`config.mk`:
```
export PLATFORM = sky130hd
export DESIGN_NAME = tl_link_bridge_flat
export DESIGN_NICKNAME = d
export VERILOG_FILES = /design/src/rtl/tl_link_bridge_if.sv /design/src/rtl/tl_link_bridge.sv /design/src/flat_wrapper.sv
export SDC_FILE = /design/constraint.sdc
export NUM_CORES = 1
export LEC_CHECK = 0
export BUFFER_PORTS_ARGS = -buffer_cell sky130_fd_sc_hd__buf_2
export CAP_MARGIN = 40
export CORE_MARGIN = 4
export CORE_UTILIZATION = 57
export CTS_BUF_LIST = sky130_fd_sc_hd__clkbuf_8 sky130_fd_sc_hd__clkbuf_16
export DETAILED_ROUTE_END_ITERATION = 12
export PLACE_DENSITY = 0.79
export SYNTH_ARGS = -nofsm -noshare
export SYNTH_HDL_FRONTEND = slang
export SYNTH_SLANG_ARGS = --single-unit
```
`constraint.sdc`:
```
create_clock -name clock -period 8.1 [get_ports clock]
set_input_delay 1.62 -clock clock [delete_from_list [all_inputs] [get_ports clock]]
set_output_delay 1.62 -clock clock [all_outputs]
set_load 0.005 [all_outputs]
```
`src/rtl/tl_link_bridge_if.sv`:
```
// TileLink Acquire/Grant link bundle: Acquire flows master->slave, Grant flows slave->master.
// No logic inside; pure signal grouping for one client link.
// Backpressure is plain valid/ready on each channel.
interface tl_link_bridge_if #(
    parameter int DATA_W       = 128,
    parameter int ADDR_BLOCK_W = 26,
    parameter int XACT_ID_W    = 2,
    parameter int BEAT_W       = 2,
    parameter int UNION_W      = 17
);
    logic                    acquire_valid;
    logic                    acquire_ready;
    logic [XACT_ID_W-1:0]    acquire_bits_client_xact_id;
    logic                    acquire_bits_is_builtin_type;
    logic [2:0]              acquire_bits_a_type;
    logic [ADDR_BLOCK_W-1:0] acquire_bits_addr_block;
    logic [BEAT_W-1:0]       acquire_bits_addr_beat;
    logic [UNION_W-1:0]      acquire_bits_union;
    logic [DATA_W-1:0]       acquire_bits_data;

    logic                    grant_valid;
    logic                    grant_ready;
    logic [XACT_ID_W-1:0]    grant_bits_client_xact_id;
    logic [0:0]              grant_bits_manager_xact_id;
    logic                    grant_bits_is_builtin_type;
    logic [3:0]              grant_bits_g_type;
    logic [BEAT_W-1:0]       grant_bits_addr_beat;
    logic [DATA_W-1:0]       grant_bits_data;

    // Client side of a link: issues Acquires, receives Grants.
    modport master (
        output acquire_valid, acquire_bits_client_xact_id, acquire_bits_is_builtin_type,
               acquire_bits_a_type, acquire_bits_addr_block, acquire_bits_addr_beat,
               acquire_bits_union, acquire_bits_data,
        input  acquire_ready,
        input  grant_valid, grant_bits_client_xact_id, grant_bits_manager_xact_id,
               grant_bits_is_builtin_type, grant_bits_g_type, grant_bits_addr_beat,
               grant_bits_data,
        output grant_ready
    );

    // Manager side of a link: receives Acquires, returns Grants.
    modport slave (
        input  acquire_valid, acquire_bits_client_xact_id, acquire_bits_is_builtin_type,
               acquire_bits_a_type, acquire_bits_addr_block, acquire_bits_addr_beat,
               acquire_bits_union, acquire_bits_data,
        output acquire_ready,
        output grant_valid, grant_bits_client_xact_id, grant_bits_manager_xact_id,
               grant_bits_is_builtin_type, grant_bits_g_type, grant_bits_addr_beat,
               grant_bits_data,
        input  grant_ready
    );
endinterface

```
`src/rtl/tl_link_bridge.sv`:
```
// Registered TileLink Acquire/Grant bridge with an outstanding-transaction tracker.
// Latency: 1 cycle through each FIFO, no combinational bypass.
// Backpressure: ready = !full from registered occupancy; Acquire heads stall on busy id or MAX_OUT.

// Generic synchronous FIFO, power-of-2 depth, registered occupancy.
// Latency: a push is visible at the head the following cycle.
// Backpressure: push_rdy is !full only; a full FIFO cannot push even if it pops this cycle.
module tl_fifo #(
    parameter int W     = 8,
    parameter int DEPTH = 4
) (
    input  logic         clock,
    input  logic         reset_n,
    input  logic         push_vld,
    output logic         push_rdy,
    input  logic [W-1:0] push_dat,
    output logic         pop_vld,
    input  logic         pop_rdy,
    output logic [W-1:0] pop_dat
);
    localparam int AW = $clog2(DEPTH);

    logic [W-1:0] mem [DEPTH];
    logic [AW:0]  wr_ptr;
    logic [AW:0]  rd_ptr;
    logic         full;
    logic         empty;

    // Extra pointer bit distinguishes full from empty when the indices match.
    assign empty    = (wr_ptr == rd_ptr);
    assign full     = (wr_ptr[AW] != rd_ptr[AW]) && (wr_ptr[AW-1:0] == rd_ptr[AW-1:0]);
    assign push_rdy = !full;
    assign pop_vld  = !empty;
    // Head reads as zero when empty so idle outputs are clean.
    assign pop_dat  = empty ? '0 : mem[rd_ptr[AW-1:0]];

    // Pointer update; wrap comes for free from the power-of-2 depth.
    always_ff @(posedge clock or negedge reset_n) begin
        if (!reset_n) begin
            wr_ptr <= '0;
            rd_ptr <= '0;
        end else begin
            if (push_vld && !full) wr_ptr <= wr_ptr + 1'b1;
            if (pop_rdy && !empty) rd_ptr <= rd_ptr + 1'b1;
        end
    end

    // Storage write; contents need no reset because the head is masked when empty.
    always_ff @(posedge clock) begin
        if (push_vld && !full) mem[wr_ptr[AW-1:0]] <= push_dat;
    end
endmodule

module tl_link_bridge #(
    parameter int DATA_W       = 128,
    parameter int ADDR_BLOCK_W = 26,
    parameter int XACT_ID_W    = 2,
    parameter int BEAT_W       = 2,
    parameter int UNION_W      = 17,
    parameter int ACQ_DEPTH    = 4,
    parameter int GNT_DEPTH    = 4,
    parameter int MAX_OUT      = 4
) (
    input  logic                         clock,
    input  logic                         reset_n,
    tl_link_bridge_if.slave              in_link,
    tl_link_bridge_if.master             out_link,
    output logic [$clog2(MAX_OUT+1)-1:0] outstanding,
    output logic                         idle,
    output logic                         err_unexpected_grant
);
    localparam int OUT_W = $clog2(MAX_OUT + 1);
    localparam int NID   = 1 << XACT_ID_W;

    typedef struct packed {
        logic [XACT_ID_W-1:0]    client_xact_id;
        logic                    is_builtin_type;
        logic [2:0]              a_type;
        logic [ADDR_BLOCK_W-1:0] addr_block;
        logic [BEAT_W-1:0]       addr_beat;
        logic [UNION_W-1:0]      union_bits;
        logic [DATA_W-1:0]       data;
    } acq_t;

    typedef struct packed {
        logic [XACT_ID_W-1:0] client_xact_id;
        logic [0:0]           manager_xact_id;
        logic                 is_builtin_type;
        logic [3:0]           g_type;
        logic [BEAT_W-1:0]    addr_beat;
        logic [DATA_W-1:0]    data;
    } gnt_t;

    acq_t              acq_in;
    acq_t              acq_head;
    logic              acq_head_vld;
    logic              acq_pop_rdy;
    gnt_t              gnt_in;
    gnt_t              gnt_head;
    logic              gnt_head_vld;

    logic [NID-1:0]    busy;
    logic [NID-1:0]    busy_nxt;
    logic [BEAT_W-1:0] acq_cnt;
    logic [BEAT_W-1:0] gnt_cnt;

    logic acq_first, acq_multi, acq_gate, acq_fire;
    logic gnt_last, gnt_multi, gnt_fire;
    logic open_xact, close_xact, unexp_grant;

    // ---------------- Acquire path: client -> link ----------------
    assign acq_in = {in_link.acquire_bits_client_xact_id, in_link.acquire_bits_is_builtin_type,
                     in_link.acquire_bits_a_type, in_link.acquire_bits_addr_block,
                     in_link.acquire_bits_addr_beat, in_link.acquire_bits_union,
                     in_link.acquire_bits_data};

    tl_fifo #(.W($bits(acq_t)), .DEPTH(ACQ_DEPTH)) u_acq_fifo (
        .clock    (clock),
        .reset_n  (reset_n),
        .push_vld (in_link.acquire_valid),
        .push_rdy (in_link.acquire_ready),
        .push_dat (acq_in),
        .pop_vld  (acq_head_vld),
        .pop_rdy  (acq_pop_rdy),
        .pop_dat  (acq_head)
    );

    // Only the first beat of a message opens a transaction, so only it is gated.
    assign acq_first   = (acq_cnt == '0);
    assign acq_multi   = acq_head.is_builtin_type && (acq_head.a_type == 3'd3);
    assign acq_gate    = acq_first &&
                         (busy[acq_head.client_xact_id] || (outstanding == OUT_W'(MAX_OUT)));
    assign acq_pop_rdy = out_link.acquire_ready && !acq_gate;
    assign acq_fire    = acq_head_vld && acq_pop_rdy;

    assign out_link.acquire_valid                = acq_head_vld && !acq_gate;
    assign out_link.acquire_bits_client_xact_id  = acq_head.client_xact_id;
    assign out_link.acquire_bits_is_builtin_type = acq_head.is_builtin_type;
    assign out_link.acquire_bits_a_type          = acq_head.a_type;
    assign out_link.acquire_bits_addr_block      = acq_head.addr_block;
    assign out_link.acquire_bits_addr_beat       = acq_head.addr_beat;
    assign out_link.acquire_bits_union           = acq_head.union_bits;
    assign out_link.acquire_bits_data            = acq_head.data;

    // ---------------- Grant path: link -> client ----------------
    assign gnt_in = {out_link.grant_bits_client_xact_id, out_link.grant_bits_manager_xact_id,
                     out_link.grant_bits_is_builtin_type, out_link.grant_bits_g_type,
                     out_link.grant_bits_addr_beat, out_link.grant_bits_data};

    tl_fifo #(.W($bits(gnt_t)), .DEPTH(GNT_DEPTH)) u_gnt_fifo (
        .clock    (clock),
        .reset_n  (reset_n),
        .push_vld (out_link.grant_valid),
        .push_rdy (out_link.grant_ready),
        .push_dat (gnt_in),
        .pop_vld  (gnt_head_vld),
        .pop_rdy  (in_link.grant_ready),
        .pop_dat  (gnt_head)
    );

    assign gnt_multi = !gnt_head.is_builtin_type || (gnt_head.g_type == 4'd4);
    assign gnt_last  = !gnt_multi || (gnt_cnt == '1);
    assign gnt_fire  = gnt_head_vld && in_link.grant_ready;

    assign in_link.grant_valid                = gnt_head_vld;
    assign in_link.grant_bits_client_xact_id  = gnt_head.client_xact_id;
    assign in_link.grant_bits_manager_xact_id = gnt_head.manager_xact_id;
    assign in_link.grant_bits_is_builtin_type = gnt_head.is_builtin_type;
    assign in_link.grant_bits_g_type          = gnt_head.g_type;
    assign in_link.grant_bits_addr_beat       = gnt_head.addr_beat;
    assign in_link.grant_bits_data            = gnt_head.data;

    // ---------------- Tracker ----------------
    assign open_xact   = acq_fire && acq_first;
    assign close_xact  = gnt_fire && gnt_last && busy[gnt_head.client_xact_id];
    assign unexp_grant = gnt_fire && gnt_last && !busy[gnt_head.client_xact_id];

    // Next busy set; an open and a close on different ids both take effect.
    always_comb begin
        busy_nxt = busy;
        if (close_xact) busy_nxt[gnt_head.client_xact_id] = 1'b0;
        if (open_xact)  busy_nxt[acq_head.client_xact_id] = 1'b1;
    end

    // Beat counters locate message boundaries; single-beat messages leave them at zero.
    always_ff @(posedge clock or negedge reset_n) begin
        if (!reset_n) begin
            acq_cnt <= '0;
            gnt_cnt <= '0;
        end else begin
            if (acq_fire && acq_multi) acq_cnt <= acq_cnt + 1'b1;
            if (gnt_fire && gnt_multi) gnt_cnt <= gnt_cnt + 1'b1;
        end
    end

    // Busy bits, open count and sticky error; count never underflows on a stray Grant.
    always_ff @(posedge clock or negedge reset_n) begin
        if (!reset_n) begin
            busy                 <= '0;
            outstanding          <= '0;
            err_unexpected_grant <= 1'b0;
        end else begin
            busy <= busy_nxt;
            if (open_xact && !close_xact)
                outstanding <= outstanding + OUT_W'(1);
            else if (close_xact && !open_xact)
                outstanding <= outstanding - OUT_W'(1);
            if (unexp_grant) err_unexpected_grant <= 1'b1;
        end
    end

    assign idle = !acq_head_vld && !gnt_head_vld && (outstanding == '0);
endmodule

```
`src/flat_wrapper.sv`:
```
// flat-port wrapper written by rule: the top's interface ports become plain ports
module tl_link_bridge_flat 
#(
    parameter int DATA_W       = 128,
    parameter int ADDR_BLOCK_W = 26,
    parameter int XACT_ID_W    = 2,
    parameter int BEAT_W       = 2,
    parameter int UNION_W      = 17,
    parameter int ACQ_DEPTH    = 4,
    parameter int GNT_DEPTH    = 4,
    parameter int MAX_OUT      = 4
)
  (clock, reset_n, outstanding, idle, err_unexpected_grant, in_link_acquire_valid, in_link_acquire_bits_client_xact_id, in_link_acquire_bits_is_builtin_type, in_link_acquire_bits_a_type, in_link_acquire_bits_addr_block, in_link_acquire_bits_addr_beat, in_link_acquire_bits_union, in_link_acquire_bits_data, in_link_acquire_ready, in_link_grant_valid, in_link_grant_bits_client_xact_id, in_link_grant_bits_manager_xact_id, in_link_grant_bits_is_builtin_type, in_link_grant_bits_g_type, in_link_grant_bits_addr_beat, in_link_grant_bits_data, in_link_grant_ready, out_link_acquire_valid, out_link_acquire_bits_client_xact_id, out_link_acquire_bits_is_builtin_type, out_link_acquire_bits_a_type, out_link_acquire_bits_addr_block, out_link_acquire_bits_addr_beat, out_link_acquire_bits_union, out_link_acquire_bits_data, out_link_acquire_ready, out_link_grant_valid, out_link_grant_bits_client_xact_id, out_link_grant_bits_manager_xact_id, out_link_grant_bits_is_builtin_type, out_link_grant_bits_g_type, out_link_grant_bits_addr_beat, out_link_grant_bits_data, out_link_grant_ready);
  tl_link_bridge_if #(.DATA_W(DATA_W), .ADDR_BLOCK_W(ADDR_BLOCK_W), .XACT_ID_W(XACT_ID_W), .BEAT_W(BEAT_W), .UNION_W(UNION_W)) in_link_i ();
  tl_link_bridge_if #(.DATA_W(DATA_W), .ADDR_BLOCK_W(ADDR_BLOCK_W), .XACT_ID_W(XACT_ID_W), .BEAT_W(BEAT_W), .UNION_W(UNION_W)) out_link_i ();
  input  logic clock;
  input  logic reset_n;
  output logic [$clog2(MAX_OUT+1)-1:0] outstanding;
  output logic idle;
  output logic err_unexpected_grant;
  input wire logic [$bits(in_link_i.acquire_valid)-1:0] in_link_acquire_valid;
  input wire logic [$bits(in_link_i.acquire_bits_client_xact_id)-1:0] in_link_acquire_bits_client_xact_id;
  input wire logic [$bits(in_link_i.acquire_bits_is_builtin_type)-1:0] in_link_acquire_bits_is_builtin_type;
  input wire logic [$bits(in_link_i.acquire_bits_a_type)-1:0] in_link_acquire_bits_a_type;
  input wire logic [$bits(in_link_i.acquire_bits_addr_block)-1:0] in_link_acquire_bits_addr_block;
  input wire logic [$bits(in_link_i.acquire_bits_addr_beat)-1:0] in_link_acquire_bits_addr_beat;
  input wire logic [$bits(in_link_i.acquire_bits_union)-1:0] in_link_acquire_bits_union;
  input wire logic [$bits(in_link_i.acquire_bits_data)-1:0] in_link_acquire_bits_data;
  output wire logic [$bits(in_link_i.acquire_ready)-1:0] in_link_acquire_ready;
  output wire logic [$bits(in_link_i.grant_valid)-1:0] in_link_grant_valid;
  output wire logic [$bits(in_link_i.grant_bits_client_xact_id)-1:0] in_link_grant_bits_client_xact_id;
  output wire logic [$bits(in_link_i.grant_bits_manager_xact_id)-1:0] in_link_grant_bits_manager_xact_id;
  output wire logic [$bits(in_link_i.grant_bits_is_builtin_type)-1:0] in_link_grant_bits_is_builtin_type;
  output wire logic [$bits(in_link_i.grant_bits_g_type)-1:0] in_link_grant_bits_g_type;
  output wire logic [$bits(in_link_i.grant_bits_addr_beat)-1:0] in_link_grant_bits_addr_beat;
  output wire logic [$bits(in_link_i.grant_bits_data)-1:0] in_link_grant_bits_data;
  input wire logic [$bits(in_link_i.grant_ready)-1:0] in_link_grant_ready;
  output wire logic [$bits(out_link_i.acquire_valid)-1:0] out_link_acquire_valid;
  output wire logic [$bits(out_link_i.acquire_bits_client_xact_id)-1:0] out_link_acquire_bits_client_xact_id;
  output wire logic [$bits(out_link_i.acquire_bits_is_builtin_type)-1:0] out_link_acquire_bits_is_builtin_type;
  output wire logic [$bits(out_link_i.acquire_bits_a_type)-1:0] out_link_acquire_bits_a_type;
  output wire logic [$bits(out_link_i.acquire_bits_addr_block)-1:0] out_link_acquire_bits_addr_block;
  output wire logic [$bits(out_link_i.acquire_bits_addr_beat)-1:0] out_link_acquire_bits_addr_beat;
  output wire logic [$bits(out_link_i.acquire_bits_union)-1:0] out_link_acquire_bits_union;
  output wire logic [$bits(out_link_i.acquire_bits_data)-1:0] out_link_acquire_bits_data;
  input wire logic [$bits(out_link_i.acquire_ready)-1:0] out_link_acquire_ready;
  input wire logic [$bits(out_link_i.grant_valid)-1:0] out_link_grant_valid;
  input wire logic [$bits(out_link_i.grant_bits_client_xact_id)-1:0] out_link_grant_bits_client_xact_id;
  input wire logic [$bits(out_link_i.grant_bits_manager_xact_id)-1:0] out_link_grant_bits_manager_xact_id;
  input wire logic [$bits(out_link_i.grant_bits_is_builtin_type)-1:0] out_link_grant_bits_is_builtin_type;
  input wire logic [$bits(out_link_i.grant_bits_g_type)-1:0] out_link_grant_bits_g_type;
  input wire logic [$bits(out_link_i.grant_bits_addr_beat)-1:0] out_link_grant_bits_addr_beat;
  input wire logic [$bits(out_link_i.grant_bits_data)-1:0] out_link_grant_bits_data;
  output wire logic [$bits(out_link_i.grant_ready)-1:0] out_link_grant_ready;
  assign in_link_i.acquire_valid = in_link_acquire_valid;
  assign in_link_i.acquire_bits_client_xact_id = in_link_acquire_bits_client_xact_id;
  assign in_link_i.acquire_bits_is_builtin_type = in_link_acquire_bits_is_builtin_type;
  assign in_link_i.acquire_bits_a_type = in_link_acquire_bits_a_type;
  assign in_link_i.acquire_bits_addr_block = in_link_acquire_bits_addr_block;
  assign in_link_i.acquire_bits_addr_beat = in_link_acquire_bits_addr_beat;
  assign in_link_i.acquire_bits_union = in_link_acquire_bits_union;
  assign in_link_i.acquire_bits_data = in_link_acquire_bits_data;
  assign in_link_acquire_ready = in_link_i.acquire_ready;
  assign in_link_grant_valid = in_link_i.grant_valid;
  assign in_link_grant_bits_client_xact_id = in_link_i.grant_bits_client_xact_id;
  assign in_link_grant_bits_manager_xact_id = in_link_i.grant_bits_manager_xact_id;
  assign in_link_grant_bits_is_builtin_type = in_link_i.grant_bits_is_builtin_type;
  assign in_link_grant_bits_g_type = in_link_i.grant_bits_g_type;
  assign in_link_grant_bits_addr_beat = in_link_i.grant_bits_addr_beat;
  assign in_link_grant_bits_data = in_link_i.grant_bits_data;
  assign in_link_i.grant_ready = in_link_grant_ready;
  assign out_link_acquire_valid = out_link_i.acquire_valid;
  assign out_link_acquire_bits_client_xact_id = out_link_i.acquire_bits_client_xact_id;
  assign out_link_acquire_bits_is_builtin_type = out_link_i.acquire_bits_is_builtin_type;
  assign out_link_acquire_bits_a_type = out_link_i.acquire_bits_a_type;
  assign out_link_acquire_bits_addr_block = out_link_i.acquire_bits_addr_block;
  assign out_link_acquire_bits_addr_beat = out_link_i.acquire_bits_addr_beat;
  assign out_link_acquire_bits_union = out_link_i.acquire_bits_union;
  assign out_link_acquire_bits_data = out_link_i.acquire_bits_data;
  assign out_link_i.acquire_ready = out_link_acquire_ready;
  assign out_link_i.grant_valid = out_link_grant_valid;
  assign out_link_i.grant_bits_client_xact_id = out_link_grant_bits_client_xact_id;
  assign out_link_i.grant_bits_manager_xact_id = out_link_grant_bits_manager_xact_id;
  assign out_link_i.grant_bits_is_builtin_type = out_link_grant_bits_is_builtin_type;
  assign out_link_i.grant_bits_g_type = out_link_grant_bits_g_type;
  assign out_link_i.grant_bits_addr_beat = out_link_grant_bits_addr_beat;
  assign out_link_i.grant_bits_data = out_link_grant_bits_data;
  assign out_link_grant_ready = out_link_i.grant_ready;
  tl_link_bridge #(.DATA_W(DATA_W), .ADDR_BLOCK_W(ADDR_BLOCK_W), .XACT_ID_W(XACT_ID_W), .BEAT_W(BEAT_W), .UNION_W(UNION_W), .ACQ_DEPTH(ACQ_DEPTH), .GNT_DEPTH(GNT_DEPTH), .MAX_OUT(MAX_OUT)) u_core (.clock(clock), .reset_n(reset_n), .in_link(in_link_i), .out_link(out_link_i), .outstanding(outstanding), .idle(idle), .err_unexpected_grant(err_unexpected_grant));
endmodule
```
# After elaboration in Yosys (flattened, before gate mapping)
# Memory sizes are Yosys's and may differ from the RTL's.
# Index checks and enable logic that the tools add are counted.
# Widths: inputs -> output; s select.
word_totals:
  input_bits: 323
  mem_bits_rw: 1268
  regBits: 24
  mem_count: 2
classes:
  n_addsub: 8
  mux: 18
  bitwise: 3
  magnitude_cmp: 4
  reduce_logical: 38
  eq_ne: 10
mem_list:
  columns: ["memory", "depth", "word_bits", "read_ports", "rd_clocked_by_memory_dff", "write_ports", "line", "source"]
  rows:
  - ["u_core.u_acq_fifo.mem", 4, 179, 1, 0, 1, "tl_link_bridge.sv:23", "logic [W-1:0] mem [DEPTH];"]
  - ["u_core.u_gnt_fifo.mem", 4, 138, 1, 0, 1, "tl_link_bridge.sv:23", null]
ops:
  columns: ["operator", "n"]
  rows:
  - ["$mux 179", 1]
  - ["$mux 138", 1]
  - ["$logic_and 1x1->1", 22]
  - ["$add 3x1->3 const B", 5]
  - ["$logic_not 1->1", 10]
  - ["$mux 1", 8]
  - ["$mux 4", 2]
  - ["$eq 3x3->1", 2]
  - ["$lt 2x3->1 const B", 2]
  - ["$mux 3", 2]
  - ["$add 2x1->2 const B", 2]
  - ["$and 4x4->4", 1]
  - ["$bmux 1 s2", 2]
  - ["$demux 1 s2", 2]
  - ["$eq 2x2->1", 2]
  - ["$eq 4x3->1 const B", 1]
  - ["$ge 2x1->1 const B", 2]
  - ["$not 4->4", 1]
  - ["$or 4x4->4", 1]
  - ["$eq 3x2->1 const B", 1]
  - ["$eq 3x3->1 const B", 1]
  - ["$logic_not 3->1", 1]
  - ["$logic_or 1x1->1", 3]
  - ["$sub 3x1->3 const B", 1]
  - ["other kinds (4)", 5]

# Depth between registers and ports, before layout
# Gate-level depths: netlist of the first run.
logic_depth:
  word_depth: 14
  depth_mapped: 14
  ltp_nobuf: 12

# Cells and area by module
# From an unflattened synthesis of the first run, not the netlist that was laid out.
hier_totals:
  cells_unflattened: 2167
  area_unflattened_um2: 49591.3
by_module_without_submodules:
  columns: ["mod", "n_inst", "cells_per_inst", "area_each_um2"]
  rows:
  - ["tl_fifo (u_core.u_acq_fifo)", 1, 1178, 27576.4]
  - ["tl_fifo (u_core.u_gnt_fifo)", 1, 920, 21267.9]
  - ["tl_link_bridge", 1, 69, 747.0]

# Worst setup path after synthesis of the first run
# Ideal clock, no wire load.
synth_timing:
  path_type: "input to register"
  startpoint: "in in_link_acquire_valid"
  endpoint: "mem u_core.u_acq_fifo.mem[3][0] in the netlist's numbering, enable pin"
  slack_ns: 1.741
  required_ns: 7.537
  path_buffers: 0
  path_stages: 1
  arrival_ns: 5.796
  setup_ns: 0.563
  cell_sequence: "and3_1"
synth_between:
  elab_chain_cells: 3
synth_rtl:
  columns: ["item", "line", "source"]
  rows:
  - ["from (decl)", "flat_wrapper.sv:21", "input wire logic [$bits(in_link_i.acquire_valid)-1:0] in_link_acquire_valid;"]
  - ["$logic_and 1x1->1", "tl_link_bridge.sv:50", "if (push_vld && !full) mem[wr_ptr[AW-1:0]] <= push_dat;"]
  - ["$mux 1", "tl_link_bridge.sv:50", null]
  - ["$mux 1 (implied by the code)", "tl_link_bridge.sv:50", null]
  - ["to (decl)", "tl_link_bridge.sv:23", null]
# No other way between the ends.

# Worst setup path in the final report of the first run
layout_timing:
  startpoint: "reg u_core.u_acq_fifo.rd_ptr[1]"
  endpoint: "out idle"
layout_between:
  elab_chain_cells: 3
layout_rtl:
  columns: ["item", "line", "source"]
  rows:
  - ["from (decl)", "tl_link_bridge.sv:25", "logic [AW:0] rd_ptr;"]
  - ["from (signal assigned)", "tl_link_bridge.sv:44", "if (pop_rdy && !empty) rd_ptr <= rd_ptr + 1'b1;"]
  - ["$eq 3x3->1", "tl_link_bridge.sv:30", "assign empty = (wr_ptr == rd_ptr);"]
  - ["$logic_and 1x1->1 (2 in series)", "tl_link_bridge.sv:212", "assign idle = !acq_head_vld && !gnt_head_vld && (outstanding == '0);"]
  - ["to (decl)", "flat_wrapper.sv:19", "output logic idle;"]
# No other way between the ends.

==> results of run 1 <==
[layer usage]
layer	up-vias	part of all wire, %	track usage, %
met5	-	0.34	0
met4	54	3.4	8.99
met3	257	11	8.95
met2	1081	51	39.6
met1	12500	35	29.8
li1	10300	-	-
[path summary, 6_finish.rpt]
kind	to	slack, ns	cells past startpoint
worst max-delay path	idle	2.79	5
worst min register to register	u_core.err_unexpected_grant	0.49	1
max in group asynchronous	u_core.u_acq_fifo.rd_ptr[0]	6.70	1
min in group asynchronous	u_core.u_gnt_fifo.wr_ptr[0]	0.94	1
worst min-delay path	u_core.err_unexpected_grant	0.49	1
worst max register to register	u_core.outstanding[1]	3.61	10
[metrics by stage]
step | worst slack, ns | utilization (%) | power [µW] | hold WS (ns)
after floorplan | 1.74 | - | 14600 | 0.446
after global placement | 3.18 | 62.9 | 17700 | 0.460
after detailed placement | 3.50 | 63.6 | 18200 | 0.472
after CTS | 2.71 | 68.4 | 23900 | 0.489
after global routing | 2.53 | 68.4 | 24800 | 0.515
final | 2.79 | 68.5 | 23700 | 0.488
[area by class of cell]
| cell class | count | share of cell area (%) |
|---|---|---|
| antenna | 40 | 0.171 |
| clock buffer | 132 | 5.66 |
| clock inverter | 101 | 1.34 |
| inverter | 14 | 0.0900 |
| multi-input combinational | 740 | 17.2 |
| sequential | 1292 | 66.2 |
| tap | 1144 | 2.45 |
| timing repair buffer | 697 | 6.88 |
[worst register-to-register path: stages, from the launching register on]
cell,delay [ns]
dfrtp_4,0.69
buf_4,0.74
mux4_2,0.45
nor4b_1,0.19
a2111oi_0,0.67
o21bai_1,0.32
nand2b_1,0.31
ha_1,0.26
inv_1,0.08
fa_1,0.40
mux2_2,0.27
[power groups by stage]
stage	combinational (µW)	sequential (µW)	clock, µW
6_report	8450	9540	5670
5_1_grt	9100	9640	6110
4_1_cts	8600	9540	5780
3_5_place_dp	8510	9640	0
3_3_place_gp	8120	9570	0
2_1_floorplan	4950	9620	0
[layout by cell type (no fill, tap or decap), types with 3 or more instances in the layout]
| cell | count |
|---|---|
| a211oi_1 | 3 |
| and2_1 | 316 |
| and3_4 | 8 |
| buf_12 | 10 |
| buf_16 | 14 |
| buf_2 | 648 |
| buf_4 | 25 |
| bufinv_16 | 6 |
| clkbuf_16 | 132 |
| clkinv_1 | 28 |
| clkinv_16 | 4 |
| clkinv_2 | 21 |
| clkinv_8 | 3 |
| clkinvlp_4 | 4 |
| dfrtp_1 | 20 |
| dfrtp_4 | 4 |
| diode_2 | 40 |
| edfxtp_1 | 1268 |
| ha_1 | 13 |
| inv_1 | 42 |
| inv_16 | 3 |
| mux2_2 | 3 |
| mux4_2 | 316 |
| nand2_1 | 9 |
| nor2_1 | 7 |
| nor2b_1 | 4 |
| nor3_1 | 3 |
| o21ai_0 | 3 |
| xnor2_1 | 8 |
| xor2_1 | 11 |
[state kept, by name, summed over array words and instances, names as in the netlist]
register	cells
u_core.u_gnt_fifo.rd_ptr	3
u_core.u_acq_fifo.mem	716
u_core.gnt_cnt	2
u_core.outstanding	3
u_core.u_gnt_fifo.mem	552
u_core.u_gnt_fifo.wr_ptr	3
u_core.err_unexpected_grant	1
u_core.u_acq_fifo.rd_ptr	3
u_core.busy	4
u_core.acq_cnt	2
u_core.u_acq_fifo.wr_ptr	3
[cell families after synthesis]
family	share of synthesized area, %
XOR/XNOR	0.339
AND/OR/NAND/NOR	4.54
multiplexers	14.7
buffers and inverters	0.960
flip-flops	78.7
adder cells (fa/ha/maj)	0.372
AO/OA/AOI/OAI	0.405
==> metrics.cfg, run 1 <==
[layout]
fin_cells = 4160
layout-drive-gt1-share_pct = 40.7
register_area_um2 = 38700
stdcell_area_um2 = 58400
fill_cells = 5112
fin_nets = 3212
synthToLayoutAreaGrowth_pct = 18.9
multiInputGateArea_um2 = 10000

[critical_path]
slowest_delay_ns = 0.99
crit_family = simple AND/OR/NAND/NOR gates
critical_path_buf_inv_count = 1
cp.arrival_ns = 3.69
endpoint_kind = output port
path_class = reg -> out
worstPathMaxFanout = 52
setup.worst_path.start = u_core.u_acq_fifo.rd_ptr[1]
cp_cell_sequence = xor2_1 -> nor3_1 -> nand2_1 -> nor4_1 -> buf_2
worstReg2RegStart = u_core.u_gnt_fifo.rd_ptr[1]
required_ns = 6.48
startpoint_type = flip-flop
cp_slowest_cell = dfrtp_4

[outcome]
status = finished, final reports clean

[clocking]
clkTransAtPathRegs_ns = 0.06
clk_latency_ns = 0.71
clockRootBuffer = clkbuf_16
clk_path_buf_depth = 3
cts_sinks = 1292
post_cts_buffers = 0
tritoncts = yes
ctsResizeCount = 0
hold_buffers = 0
cts_buffers = 130
cts_htree_levels = 4

[floorplan]
rows = 107
start_util_pct = 57.6
num_io_pins = 649
fp.coreArea_um2 = 85300
die_height_um = 302
dieArea_um2 = 90900
die-width_um = 302

[synthesis]
synth-seq-area-share_pct = 78.7
synth_top_area_cell = edfxtp_1
synth_edf_count = 1268
synth_ff_type = edfxtp_1
synth_cells = 2153
yosys.area.top_type_share_pct = 77.5
yosysWarnings = 0
synth_common_cells = edfxtp_1, and2_1, mux4_2
synth_cell_types = 49
synth_area_leaders = edfxtp_1, mux4_2, and2_1, dfrtp_1, clkbuf_1
synthesis.area_um2 = 49100
syn_area_per_cell_um2 = 22.8
syn_nets = 2490
yosysMostFrequentCell = edfxtp_1
synthArstFlopShare_pct = 1.86
synth_seq_cells = 1292

[route]
wl_per_cell_um = 26.4
vias = 24200
drc_errors = 0
initialDrtViolationCount = 2146
dr.pass1.iters = 7
ant_nets = 0
vias_per_cell = 5.81
wirelength_um = 110000

[power_and_ir_drop]
swShare_pct = 31.4
p_per_area_nw_per_um2 = 405
seq_power_share_pct = 40.3
power_leakage_uw = 0.0202
power_switching_uw = 7430
pwr-share-clk_pct = 24.0
comb_power_share_pct = 35.7
ir_worst_vdd_uv = 298
internal_power_uw = 16200

[sta]
slew_headroom_pct = 12.0
period_share_pct = 65.6
tightest_slew_ns = 1.32
skew_ns = 0.0232
fin_setup_tns_ns = 0
max_freq_ghz = 0.188
rsz0062_at_grt = no
setup_violations = 0
maxSlewViolCount = 0
fin_crit_ns = 5.31
hold_viol = 0

[placement]
numPortBuffers = 648
dp_cells = 3887
finalWeightedCongestion = 0.817
hpwl_um = 68500
place_area_um2 = 54200

[global_routing]
grt_max_degree = 148
grt_pass1_vias = 25600
grt.overflow.total = 0
antenna_found_initial = 62
grt_pass1_wl_um = 162000
grt.total_usage_pct = 24.2

[min_path]
min_from = u_core.err_unexpected_grant
hold_class = reg -> reg

[job]
maxCapViolCount = 0

No activity file was read; power rests on OpenSTA's default activity.
==> run 2, diff against run 1 <==
clock period = 5.1 ns   (was 8.1 ns; I/O delays follow)
==> metrics.cfg, run 2 (synthesis results as in run 1) <==
[clocking]
clk_latency_ns = 0.72  ; about the same
ctsResizeCount = 0  ; unchanged
cts_sinks = 1292  ; unchanged
tritoncts = yes
post_cts_buffers = 0  ; unchanged
clk_path_buf_depth = 3  ; unchanged
clockRootBuffer = clkbuf_16
cts_htree_levels = 4  ; unchanged
hold_buffers = 0  ; unchanged
clkTransAtPathRegs_ns = 0.06  ; about the same
cts_buffers = 131  ; +0.77%

[layout]
largest_reg_flops = 716  ; unchanged
layout-drive-gt1-share_pct = 40.6  ; -0.13 points
register_area_um2 = 38700  ; unchanged
synthToLayoutAreaGrowth_pct = 18.5
stdcell_area_um2 = 58200  ; -0.34%
fill_cells = 5157  ; +0.88%
layout_commonest_cell = edfxtp_1
multiInputGateArea_um2 = 10000  ; unchanged
fin_nets = 3210  ; -0.062%
layout_common_cells = edfxtp_1, buf_2, mux4_2, and2_1, clkbuf_16

[sta]
hold_viol = 0  ; unchanged
skew_ns = 0.0272  ; +0.00401 ns
setup_violations = 0  ; unchanged
fin_crit_ns = 4.27
slew_headroom_pct = 44.9  ; +33 points
period_share_pct = 83.8
tightest_slew_ns = 0.827  ; -0.493 ns
max_freq_ghz = 0.234
rsz0062_at_grt = no
fin_setup_tns_ns = 0  ; unchanged
maxSlewViolCount = 0  ; unchanged
worst_slack_ns = 0.828  ; -1.96 ns

[route]
wl_per_cell_um = 26.3  ; -0.22%
vias_per_cell = 5.83  ; +0.22%
wirelength_um = 109000  ; -0.29%
ant_nets = 0  ; unchanged
vias = 24200  ; +0.15%
initialDrtViolationCount = 2244  ; +4.6%
drc_errors = 0  ; unchanged
dr.pass1.iters = 5  ; -2

[critical_path]
required_ns = 4.08  ; -2.40 ns
startpoint_type = flip-flop
cp.arrival_ns = 3.25  ; -0.44 ns
endpoint_kind = output port
path_class = reg -> out
worstPathMaxFanout = 5  ; -90%

[global_routing]
use_met2_pct = 39.9  ; +0.27 points
grt_util_met3_pct = 7.42  ; -1.5 points
grt_max_degree = 123  ; -17%
grt_use_met1_pct = 31.2  ; +1.3 points
grt_most_used_layer = met2
grt.overflow.total = 0  ; unchanged
grt_pass1_vias = 25400  ; -0.93%
grt_pass1_wl_um = 162000  ; +0.18%
grt.total_usage_pct = 24.2  ; about the same
antenna_found_initial = 47  ; -24%

[outcome]
status = finished, final reports clean

[floorplan]
dieArea_um2 = 90900  ; unchanged
rows = 107  ; unchanged
fp.coreArea_um2 = 85300  ; unchanged
die-width_um = 302  ; unchanged
start_util_pct = 57.6  ; unchanged
die_height_um = 302  ; unchanged
num_io_pins = 649  ; unchanged

[power_and_ir_drop]
power_leakage_uw = 0.0201  ; -0.43%
p_per_area_nw_per_um2 = 640  ; +58%
power_uw = 37200  ; +57%
ir_worst_vdd_uv = 481  ; +62%

[placement]
place_area_um2 = 54100  ; -0.19%
hpwl_um = 67700  ; -1.3%
preCtsSetupSlack_ns = 1.44  ; -2.06 ns
numPortBuffers = 648  ; unchanged
finalWeightedCongestion = 0.809  ; -0.99%

[job]
maxCapViolCount = 0  ; unchanged

[min_path]
hold_class = in -> async

[run 2: changes by cell type in the layout (fill, tap and decap cells not counted)]
cell and delta:
clkinvlp_4 -1, clkbuf_16 -1, clkinv_2 -1, buf_16 -7, buf_2 +1, bufinv_16 -2
inv_6 +5, buf_4 -2, diode_2 +2, inv_2 -1, inv_1 +1, buf_12 +5
inv_16 -1, clkinv_16 -1
[run 2: layer usage]
metal	vias up	share of wire, %
met3	187	9.6
li1	10300	-
met2	1034	52
met1	12600	36
met5	-	0.17
met4	28	2.5
[run 2: final timing paths]
kind	start	endpoint	slack, ns	cells after the start
max	u_core.u_acq_fifo.rd_ptr[0]	out_link_acquire_valid	0.83	7
min	reset_n	u_core.u_gnt_fifo.rd_ptr[2]	0.32	1
max reg2reg	u_core.u_gnt_fifo.rd_ptr[1]	u_core.outstanding[2]	1.43	11
min reg2reg	u_core.acq_cnt[0]	u_core.acq_cnt[0]	0.48	1
max in group asynchronous	reset_n	u_core.u_acq_fifo.rd_ptr[1]	4.31	1
min in group clock	u_core.acq_cnt[0]	u_core.acq_cnt[0]	0.48	1
[run 2: per-stage QoR]
stage	util, %	instances	hold WS, ns
after floorplan	-	2153	0.446
after CTS	68.1	4115	0.282
after detailed placement	63.5	3884	0.473
final	68.2	4157	0.318
after global routing	68.2	4133	0.330
after global placement	63.2	3874	0.461
[run 2: area by class of cell]
type	instances	share of cell area [%]
inverter	14	0.0924
timing repair buffer	694	6.72
clock buffer	131	5.63
clock inverter	100	1.21
sequential	1292	66.5
tap	1144	2.46
antenna	42	0.181
multi-input combinational	740	17.2
[run 2: where the power goes]
| part | internal, µW | switching [µW] | total (µW) |
|---|---|---|---|
| Clock | 4920 | 3920 | 8840 |
| Sequential | 14300 | 715 | 15100 |
| Combinational | 6280 | 7080 | 13400 |
| Total | 25500 | 11700 | 37200 |
[run 2: worst max-delay path: stages, from the launching register on]
cell	delay, ns
dfrtp_4	0.48
mux4_2	0.62
mux2_4	0.35
a211oi_1	0.45
a21oi_1	0.13
o21a_1	0.21
nor2_1	0.10
buf_2	0.20
